--- src/rtl/load_store_unit.sv ---
// Word-port load/store unit: turns RV32I byte-addressed loads/stores into word accesses,
// doing read-modify-write for SB/SH and flagging misaligned, illegal or out-of-range requests.
module load_store_unit #(
    parameter int unsigned MEM_WORDS = 256
) (
    input  logic        clk,
    input  logic        rst_n,
    input  logic        req_valid,
    output logic        req_ready,
    input  logic        req_we,
    input  logic [2:0]  req_funct3,
    input  logic [31:0] req_addr,
    input  logic [31:0] req_wdata,
    output logic        rsp_valid,
    output logic [31:0] rsp_rdata,
    output logic        rsp_error,
    output logic [31:0] mem_Addr,
    output logic [31:0] mem_Wd,
    output logic        mem_Wen,
    output logic        mem_Ren,
    input  logic [31:0] mem_Rd,
    output logic [2:0]  dbg_state_o
);

    // Handshake: a request transfers on the rising edge where req_valid && req_ready;
    // req_ready is high only in IDLE, and the response is a single rsp_valid cycle.
    localparam logic [2:0] ST_IDLE  = 3'd0;
    localparam logic [2:0] ST_RD    = 3'd1;
    localparam logic [2:0] ST_MERGE = 3'd2;
    localparam logic [2:0] ST_WR    = 3'd3;
    localparam logic [2:0] ST_RESP  = 3'd4;

    logic [2:0]  state_q, state_d;
    logic [31:0] addr_q, addr_d;
    logic [1:0]  off_q, off_d;
    logic        we_q, we_d;
    logic [2:0]  f3_q, f3_d;
    logic [31:0] wd_q, wd_d;
    logic [31:0] rdata_q, rdata_d;
    logic        err_q, err_d;

    logic        accept;
    logic        f3_ok;
    logic        misaligned;
    logic        out_of_range;
    logic        req_err;
    logic [7:0]  ld_byte;
    logic [15:0] ld_half;
    logic [31:0] ld_ext;
    logic [31:0] st_merged;

    assign accept = req_valid && req_ready;

    always_comb begin
        f3_ok = 1'b0;
        case (req_funct3)
            3'b000, 3'b001, 3'b010: f3_ok = 1'b1;
            3'b100, 3'b101:         f3_ok = !req_we;
            default:                f3_ok = 1'b0;
        endcase
    end

    assign misaligned   = (req_funct3[1:0] == 2'b01 && req_addr[0]) ||
                          (req_funct3[1:0] == 2'b10 && req_addr[1:0] != 2'b00);
    assign out_of_range = {2'b00, req_addr[31:2]} >= MEM_WORDS;
    assign req_err      = !f3_ok || misaligned || out_of_range;

    always_comb begin
        ld_byte = mem_Rd[7:0];
        case (off_q)
            2'd0: ld_byte = mem_Rd[7:0];
            2'd1: ld_byte = mem_Rd[15:8];
            2'd2: ld_byte = mem_Rd[23:16];
            2'd3: ld_byte = mem_Rd[31:24];
            default: ld_byte = mem_Rd[7:0];
        endcase
    end

    assign ld_half = off_q[1] ? mem_Rd[31:16] : mem_Rd[15:0];

    always_comb begin
        ld_ext = mem_Rd;
        case (f3_q)
            3'b000:  ld_ext = {{24{ld_byte[7]}}, ld_byte};
            3'b001:  ld_ext = {{16{ld_half[15]}}, ld_half};
            3'b100:  ld_ext = {24'd0, ld_byte};
            3'b101:  ld_ext = {16'd0, ld_half};
            default: ld_ext = mem_Rd;
        endcase
    end

    // Only SB/SH reach MERGE as stores, so funct3[0] alone picks byte vs halfword.
    always_comb begin
        st_merged = mem_Rd;
        if (!f3_q[0]) begin
            case (off_q)
                2'd0: st_merged[7:0]   = wd_q[7:0];
                2'd1: st_merged[15:8]  = wd_q[7:0];
                2'd2: st_merged[23:16] = wd_q[7:0];
                2'd3: st_merged[31:24] = wd_q[7:0];
                default: st_merged = mem_Rd;
            endcase
        end else if (off_q[1]) begin
            st_merged[31:16] = wd_q[15:0];
        end else begin
            st_merged[15:0] = wd_q[15:0];
        end
    end

    always_comb begin
        state_d = state_q;
        addr_d  = addr_q;
        off_d   = off_q;
        we_d    = we_q;
        f3_d    = f3_q;
        wd_d    = wd_q;
        rdata_d = rdata_q;
        err_d   = err_q;
        case (state_q)
            ST_IDLE: begin
                if (accept) begin
                    addr_d  = {2'b00, req_addr[31:2]};
                    off_d   = req_addr[1:0];
                    we_d    = req_we;
                    f3_d    = req_funct3;
                    wd_d    = req_wdata;
                    rdata_d = 32'd0;
                    err_d   = req_err;
                    if (req_err) begin
                        state_d = ST_RESP;
                    end else if (req_we && req_funct3[1:0] == 2'b10) begin
                        state_d = ST_WR;
                    end else begin
                        state_d = ST_RD;
                    end
                end
            end
            ST_RD: state_d = ST_MERGE;
            ST_MERGE: begin
                if (we_q) begin
                    wd_d    = st_merged;
                    state_d = ST_WR;
                end else begin
                    rdata_d = ld_ext;
                    state_d = ST_RESP;
                end
            end
            ST_WR:   state_d = ST_RESP;
            ST_RESP: state_d = ST_IDLE;
            default: state_d = ST_IDLE;
        endcase
    end

    always_ff @(posedge clk or negedge rst_n) begin
        if (!rst_n) begin
            state_q <= ST_IDLE;
            addr_q  <= 32'd0;
            off_q   <= 2'd0;
            we_q    <= 1'b0;
            f3_q    <= 3'd0;
            wd_q    <= 32'd0;
            rdata_q <= 32'd0;
            err_q   <= 1'b0;
        end else begin
            state_q <= state_d;
            addr_q  <= addr_d;
            off_q   <= off_d;
            we_q    <= we_d;
            f3_q    <= f3_d;
            wd_q    <= wd_d;
            rdata_q <= rdata_d;
            err_q   <= err_d;
        end
    end

    // Strobes decode straight from state, so an async reset drops them in the same instant.
    assign req_ready   = (state_q == ST_IDLE);
    assign mem_Ren     = (state_q == ST_RD);
    assign mem_Wen     = (state_q == ST_WR);
    assign rsp_valid   = (state_q == ST_RESP);
    assign rsp_error   = (state_q == ST_RESP) && err_q;
    assign rsp_rdata   = rdata_q;
    assign mem_Addr    = addr_q;
    assign mem_Wd      = wd_q;
    assign dbg_state_o = state_q;

endmodule

--- config.mk ---
export PLATFORM = sky130hd
export DESIGN_NAME = load_store_unit
export DESIGN_NICKNAME = d
export VERILOG_FILES = /design/src/rtl/load_store_unit.sv
export SDC_FILE = /design/constraint.sdc
export NUM_CORES = 1
export LEC_CHECK = 0
export ABC_CLOCK_PERIOD_IN_PS = 6000
export CAP_MARGIN = 20
export CELL_PAD_IN_SITES_DETAIL_PLACEMENT = 2
export CELL_PAD_IN_SITES_GLOBAL_PLACEMENT = 2
export CORE_MARGIN = 5
export CORE_UTILIZATION = 41
export CTS_BUF_LIST = sky130_fd_sc_hd__clkbuf_4
export DETAILED_ROUTE_END_ITERATION = 8
export DONT_BUFFER_PORTS = 1
export GPL_ROUTABILITY_DRIVEN = 0
export PLACE_DENSITY_LB_ADDON = 0.1
export SLEW_MARGIN = 30
export SYNTH_ARGS = -nofsm -noshare
export SYNTH_HDL_FRONTEND = slang
export SYNTH_SLANG_ARGS = --single-unit
--- constraint.sdc ---
create_clock -name clk -period 6 [get_ports clk]
set_input_delay 0.3 -clock clk [delete_from_list [all_inputs] [get_ports clk]]
set_output_delay 0.3 -clock clk [all_outputs]
set_load 0.005 [all_outputs]
### Word level (Yosys, flattened, before mapping)

Cells that the tools add are included.

* $lt $le $gt $ge: 1
* reductions and logical operators: 23
* eq/ne operators: 21
* mux-type cells: 22

Operators by type and width (count)
* two-way mux 32 bit: 5
* one-hot mux 32 bit (2 select lines): 2
* one-hot mux 32 bit (4 select lines): 1
* two-way mux 16 bit: 3
* two-way mux 8 bit: 4
* one-hot mux 8 bit (4 select lines): 1
* greater-or-equal comparator 30 x 9 -> 1 bit (second input constant): 1
* == test 3 bit (second input constant): 5
* one-hot mux 3 bit (4 select lines): 1
* == test 3 x 1 -> 1 bit (second input constant): 3
* == test 3 x 2 -> 1 bit (second input constant): 3
* zero test 3 bit: 3
* two-way mux 3 bit: 3
* == test 2 bit (second input constant): 3
* != test 3 bit (second input constant): 2
* AND reduction 3 bit: 2
* logical AND 1 bit: 5
* AND reduction 5 bit: 1
* == test 2 x 1 -> 1 bit (second input constant): 2
* != test 2 bit (second input constant): 2
* AND reduction 4 bit: 1
* nonzero test 2 bit: 2
* logical OR 1 bit: 3
* OR reduction 3 bit: 1
* 7 further kinds: 8

* output and inout port bits: 104
* bits of input ports: 103
* register bits after elaboration: 104

### Logic depth before layout (Yosys ltp)

Gate-level depths: netlist of the first run.

* depth after elaboration: 9
* gate-level depth with buffers: 7
* depth with buffers taken out: 4

### Worst setup path after synthesis of the first run

Ideal clock, no wire load.

* path kind: reg2reg
* from: reg state_q[1] (netlist: dbg_state_o[1])
* to: reg wd_q[0] (netlist: mem_Wd[0])
* setup slack: 4.057 ns
* cell stages (with the launch flop): 7
* data arrival time: 1.818 ns
* library setup time: 0.125 ns
* period minus slack after synthesis: 1.943 ns
* path through: dfrtp_1 > buf_2 > nor4b_1 > buf_2 > a21oi_2 > nor3_4 > mux2_2

* longest elaborated chain between the ends: 4
* elaborated cells on any way between the ends: 10

Ends and longest elaborated chain
* start, declared: line 33 `logic [2:0] state_q, state_d;`
* start signal, assigned: line 165 `state_q <= state_d;`
* zero test 3 bit: line 119, 177
* logical AND 1 bit: line 52 `assign accept = req_valid && req_ready;`
* != test 2 x 1 -> 1 bit (no line)
* AND reduction 5 bit (no line)
* end signal, assigned: line 170 `wd_q <= wd_d;`
* end, declared: line 38 `logic [31:0] wd_q, wd_d;`

Parallel ways exist; a longest one is shown, timed or not.
A chain may end at the register's enable or synchronous reset.

### Final worst setup path of the first run

* from: reg state_q[0] (netlist: dbg_state_o[0])
* to: reg rdata_q[19] (netlist: rsp_rdata[19])

* longest elaborated chain between the ends: 4
* elaborated cells on any way between the ends: 8

Ends and longest elaborated chain
* zero test 3 bit: line 119, 177
* logical AND 1 bit: line 52
* != test 2 x 1 -> 1 bit (no line)
* AND reduction 3 bit (no line)
* end signal, assigned: line 171 `rdata_q <= rdata_d;`
* end, declared: line 39 `logic [31:0] rdata_q, rdata_d;`

Parallel ways exist; a longest one is shown, timed or not.

==> summary.txt, run 1 <==
Finish
  • Commonest non-fill, non-tap cells in the layout: 176 x nand2_1, 104 x dfrtp_1, 69 x dlygate4sd3_1
  • Fill count: 1342
  • Synthesis-to-finish area growth: 17.3%
  • Share of cells above drive strength 1: 9.35%
  • Post-layout net count: 718
  • Commonest non-fill, non-tap cell in the layout: nand2_1

Logic synthesis
  • Primary FF master, synth: dfrtp_1
  • Post-synthesis sequential area ratio: 49.3%
  • FF+latch count, synth: 104
  • EDFF count, synth: 0
  • Gate Count Post-Synth: 573
  • Post-synthesis async set-or-reset flop share: 100%
  • Post-Syn Area: 5280 µm²
  • Warnings from Yosys: 0
  • Syn_area_per_cell: 9.22 µm²
  • Yosys cell types: 49

Drt
  • DR WL/cell: 26.4 µm
  • DR vias/cell: 5.96
  • Antenna viol nets, final: 0
  • DR pass1 iterations: 4
  • Residual DRC: 0
  • Drt initial violations: 255
  • DRT Wirelength: 20900 µm
  • Via count: 4726

CTS
  • CTS buffer count: 9
  • CTS tree: built
  • Clk slew on worst S/H paths: 0.16 ns
  • Count of clock tree sinks: 104
  • Clk root buf: clkbuf_4
  • CTS resizes: 0
  • Postcts setup bufs: 0
  • CTS max path bufs: 2
  • Clock latency on the worst-skew pair: 0.49 ns
  • H-tree depth: 3

Timing
  • Final WS setup: 3.43 ns
  • Total Neg Setup Slack: 0 ns
  • Slew Limit Fails: 0
  • Unrepaired setup endpoints after global routing: false
  • Clock Skew: 0.0116 ns
  • Worst slew pin tran: 0.747 ns
  • Final Hold Vio Count: 0
  • Period utilization: 42.9%
  • Minimum clock period: 2.57 ns
  • Max-slew headroom: 50.1%
  • Max Clk Rate: 389 MHz
  • Endpoints failing setup: 0

Global routing
  • Gr ovfl total: 0
  • Vias in the first global route: 5382
  • First-pass GRT wire length: 32100 µm
  • Gr usage total: 28.0%
  • Largest net degree at the start of global routing: 105
  • Initial antenna violation count: 1

Outcome
  • Status: finished, final reports clean

Setup path
  • Critical Path Stages: 5
  • CP Class: reg2reg
  • Slowest stage delay, CP: 0.70 ns
  • Crit path max fanout: 28
  • CP bufs+invs: 1
  • Critical Path, Cell by Cell: nor4b_4 -> buf_4 -> nand2b_1 -> a211oi_4 -> a221o_1
  • Worst setup EP type: flop
  • Worst path required time: 6.44 ns
  • Worst path top cell family by delay: compound AO/OA/AOI/OAI gates
  • Critical Path AT: 3.01 ns
  • Startpoint types: flop
  • FF-to-FF path depth: 5
  • Slowest cell on the critical path: a211oi_4

Die
  • Initial Util: 41.9%
  • Die X: 124 µm
  • Ports: 207
  • Die ar.: 15300 µm²
  • Core area: 12600 µm²
  • Core Rows: 41
  • Die Y: 124 µm

Pwr
  • Power per Cell Area: 234 nW/µm²
  • Worst VDD drop: 123 µV
  • Leak Pwr: 2.84 nW
  • Tot Pwr: 1.45 mW

Min path
  • Hold Path Class: in2reg
  • WHS Path Cells: 2

Placement
  • Worst slack, placed: 3.48 ns
  • Port-buffer cells: 0
  • Post-DP HPWL: 13800 µm

Run
  • Max-cap violations: 0
registers in the layout, summed over array words and instances (netlist names):
name	cells
err_q	1
dbg_state_o	3
mem_Wd	32
off_q	2
f3_q	3
we_q	1
mem_Addr	30
rsp_rdata	32
layout make-up:
| type | instances | area [µm²] | share of cell area (%) |
|---|---|---|---|
| multi-input cells | 420 | 2490 | 40.2 |
| inverters | 3 | 11.3 | 0.182 |
| clock inverters | 7 | 38.8 | 0.626 |
| diodes | 1 | 2.50 | 0.0404 |
| flip-flops and latches | 104 | 2600 | 42.0 |
| well taps | 172 | 215 | 3.47 |
| repair buffers | 77 | 771 | 12.4 |
| clock buffers | 9 | 67.6 | 1.09 |
logic make-up (layout without fill, tap and decap cells):
logic type	Yosys count	count (layout)	share of synthesized area [%]
other cells	1	3	0.0710
buf+inv	50	96	4.10
flops	104	104	49.3
mux	26	26	5.56
compound gates	145	145	19.9
simple gates	247	247	21.1
power breakdown:
part           switching, mW  internal, mW
logic                  0.150         0.119
clock network          0.249        0.0813
registers             0.0876         0.765
Yosys cell counts (all sizes together) (9+ instances only):
library cell | count | area (µm²)
a221oi | 9 | 78.8
and3 | 9 | 56.3
o21ai | 31 | 155
a221o | 16 | 160
nor2b | 10 | 62.6
mux2 | 17 | 191
a21o | 16 | 120
nand2 | 177 | 664
clkbuf | 28 | 105
a21oi | 19 | 98.9
nor2 | 13 | 48.8
a211oi | 18 | 148
buf | 19 | 100
dfrtp | 104 | 2600
nor3 | 12 | 71.3
final timing paths:
path	from	to	slack, ns
setup / recovery	dbg_state_o[0]	rsp_rdata[19]	3.43
hold / removal	mem_Rd[8]	rsp_rdata[8]	0.03
setup reg to reg	dbg_state_o[0]	rsp_rdata[19]	3.43
hold reg to reg	mem_Addr[24]	mem_Addr[24]	0.54
max in group asynchronous	rst_n	rsp_rdata[16]	5.14
min in group asynchronous	rst_n	rsp_rdata[0]	0.42
per-stage QoR:
step	utilization, %	instances	hold slack, ns	cell area (µm²)
floorplan	-	574	0.00441	5290
global placement	42.5	706	0.00796	5370
detailed placement	42.6	706	0.00770	5370
CTS	49.1	792	0.000680	6200
global route	49.1	793	0.0196	6200
finish	49.1	793	0.0309	6200
routing by layer:
| metal | track usage (%) | share of wire (%) | routed length, µm | vias up |
|---|---|---|---|---|
| met5 | 0 | 0 | 0 | - |
| met4 | 9.41 | 2.2 | 460 | 0 |
| met3 | 8.05 | 8.7 | 1830 | 29 |
| met2 | 45.8 | 49 | 10200 | 184 |
| met1 | 35.7 | 40 | 8380 | 2405 |
| li1 | - | - | - | 2108 |
what timing repair did:
action,in CTS,in global routing
setup endpoints to repair,0,0
hold buffers,70,0
hold endpoints to repair,175,0
(Power assumes the default switching activity.)
==> run 2: changes to the inputs <==
--- a/config.mk
+++ b/config.mk
@@ -5,12 +5,12 @@
 export SDC_FILE = /design/constraint.sdc
 export NUM_CORES = 1
 export LEC_CHECK = 0
-export ABC_CLOCK_PERIOD_IN_PS = 6000
+export ABC_CLOCK_PERIOD_IN_PS = 2400
 export CAP_MARGIN = 20
 export CELL_PAD_IN_SITES_DETAIL_PLACEMENT = 2
 export CELL_PAD_IN_SITES_GLOBAL_PLACEMENT = 2
 export CORE_MARGIN = 5
-export CORE_UTILIZATION = 41
+export CORE_UTILIZATION = 38
 export CTS_BUF_LIST = sky130_fd_sc_hd__clkbuf_4
 export DETAILED_ROUTE_END_ITERATION = 8
 export DONT_BUFFER_PORTS = 1
==> constraint.sdc (replaced) <==
create_clock -name clk -period 2.4 [get_ports clk]
set_input_delay 0.12 -clock clk [delete_from_list [all_inputs] [get_ports clk]]
set_output_delay 0.12 -clock clk [all_outputs]
set_load 0.005 [all_outputs]
==> summary.txt, run 2 (same netlist as run 1, synthesis figures left out) <==
Outcome
  • Status: finished, final reports clean

Drt
  • Residual DRC: 0 (unchanged)
  • DR pass1 iterations: 4 (unchanged)
  • DR vias/cell: 5.92 (-0.65%)
  • Antenna viol nets, final: 0 (unchanged)
  • Via count: 5015 (+6.1%)
  • DR WL/cell: 26.6 µm (+0.93%)
  • DRT Wirelength: 22500 µm (+7.8%)
  • Drt initial violations: 304 (+19%)

Timing
  • Minimum clock period: 2.30 ns (-0.275 ns)
  • Total Neg Setup Slack: 0 ns (unchanged)
  • Max Clk Rate: 435 MHz (+12%)
  • Endpoints failing setup: 0 (unchanged)
  • Final Hold Vio Count: 0 (unchanged)
  • Slew Limit Fails: 0 (unchanged)
  • Worst slew pin tran: 0.850 ns (+0.103 ns)
  • Max-slew headroom: 43.3% (-6.8 points)
  • Clock Skew: 0.0272 ns (+0.0157 ns)
  • Period utilization: 95.8% (+53 points)
  • Unrepaired setup endpoints after global routing: false

CTS
  • Hold Buf Count CTS: 102 (+46%)
  • Clock latency on the worst-skew pair: 0.50 ns (about the same)
  • Clk slew on worst S/H paths: 0.19 ns (+0.03 ns)
  • Postcts setup bufs: 0 (unchanged)
  • CTS tree: built
  • CTS buffer count: 9 (unchanged)
  • Clk root buf: clkbuf_4
  • Count of clock tree sinks: 104 (unchanged)
  • H-tree depth: 3 (unchanged)
  • CTS max path bufs: 2 (unchanged)
  • CTS resizes: 0 (unchanged)

Pwr
  • Leak Pwr: 3.06 nW (+7.9%)
  • Power per Cell Area: 597 nW/µm² (+150%)
  • Tot Pwr: 4.01 mW (+180%)
  • Worst VDD drop: 289 µV (+130%)

Setup path
  • Reg-to-Reg End: rsp_rdata[29]
  • Startpoint types: flop
  • Flop-to-flop setup slack: 0.10 ns (-3.33 ns)
  • FF-to-FF path depth: 4 (-1)
  • Worst setup EP type: flop
  • Critical Path AT: 2.73 ns (-0.28 ns)
  • Worst path required time: 2.83 ns (-3.61 ns)
  • Crit path max fanout: 26 (-7.1%)
  • CP Class: reg2reg
  • FF-to-FF Start: dbg_state_o[0]

Placement
  • Port-buffer cells: 0 (unchanged)
  • Placement Cell Area: 5470 µm² (+1.8%)
  • Post-DP HPWL: 14400 µm (+4.1%)

Die
  • Die X: 128 µm (+3.6%)
  • Die Y: 128 µm (+3.6%)
  • Core Rows: 43 (+4.9%)
  • Initial Util: 38.4% (-3.5 points)
  • Core area: 13800 µm² (+9.1%)
  • Ports: 207 (unchanged)
  • Die ar.: 16400 µm² (+7.3%)

Global routing
  • Vias in the first global route: 5783 (+7.5%)
  • First-pass GRT wire length: 33800 µm (+5.3%)
  • Largest net degree at the start of global routing: 105 (unchanged)
  • Initial antenna violation count: 2 (+1)
  • Gr ovfl total: 0 (unchanged)
  • Gr usage total: 27.0% (-1.1 points)

Finish
  • Share of cells above drive strength 1: 10.4% (+1.0 points)
  • Post-layout net count: 763 (+6.3%)
  • Synthesis-to-finish area growth: 27.2%
  • Post-layout instance area: 6720 µm² (+8.4%)
  • Commonest non-fill, non-tap cell in the layout: nand2_1
  • Commonest non-fill, non-tap cells in the layout: 176 x nand2_1, 105 x dlygate4sd3_1, 104 x dfrtp_1

Min path
  • Hold Path Class: in2reg
  • WHS Path Cells: 3 (+1)
  • Worst Hold Path EP: rsp_rdata[5]
  • Worst Hold Launch: mem_Rd[13]

Run
  • Max-cap violations: 0 (unchanged)
## run 2: cell types whose count changed in the layout (fill, tap and decap cells not counted), moves of 2 or more
cell	delta
clkinv_1	-2
clkinv_2	-3
bufinv_16	+2
dlygate4sd3_1	+36
buf_12	+2
buf_4	+7
## run 2: routing by layer
layer  track usage [%]  up-vias  share of wire, %
met3              8.71       50               8.7
li1                  -     2202                 -
met2              47.7      211                52
met5                 0        -                 0
met4              10.5        0               3.1
met1              30.1     2552                37
## run 2: worst max-delay path by stage
stage	from	endpoint	slack (ns)	depth (start not counted)
after global routing	dbg_state_o[0]	mem_Wd[5]	0.02	5
after CTS	dbg_state_o[0]	mem_Wd[1]	0.14	5
after detailed placement	dbg_state_o[0]	mem_Wd[3]	0.15	5
final	dbg_state_o[0]	rsp_rdata[29]	0.10	4
after global placement	dbg_state_o[0]	mem_Wd[1]	0.26	5
after floorplan	dbg_state_o[1]	mem_Wd[0]	0.46	6
## run 2: cell type report
cell class	instances	area (µm²)
inverters	3	11.3
clock inverters	6	92.6
clock buffers	10	75.1
well taps	180	225
fillers	1464	7050
flip-flops and latches	104	2600
diodes	2	5.00
multi-input cells	420	2490
repair buffers	122	1220
## run 2: power by group
group / switching (mW) / internal [mW]
Combinational: 0.431 / 0.358
Sequential: 0.213 / 1.91
Clock: 0.656 / 0.439
Total: 1.30 / 2.71
## run 2: worst max-delay path, cell delays in order, from the launching register on
cell and delay (ns):
dfrtp_1 0.55, nor4b_4 0.43, buf_4 0.37, and2_1 0.61, a221o_1 0.27
## run 2: metrics by stage
stage / worst slack, ns / utilization (%) / std cells / hold slack [ns]
floorplan: 0.457 / - / 574 / -0.176
CTS: 0.143 / 48.5 / 841 / 0.000391
detailed placement: 0.148 / 39.7 / 723 / -0.173
global route: 0.0163 / 48.8 / 847 / 0.00126
finish: 0.101 / 48.8 / 847 / 0.0199
global placement: 0.256 / 39.7 / 723 / -0.171
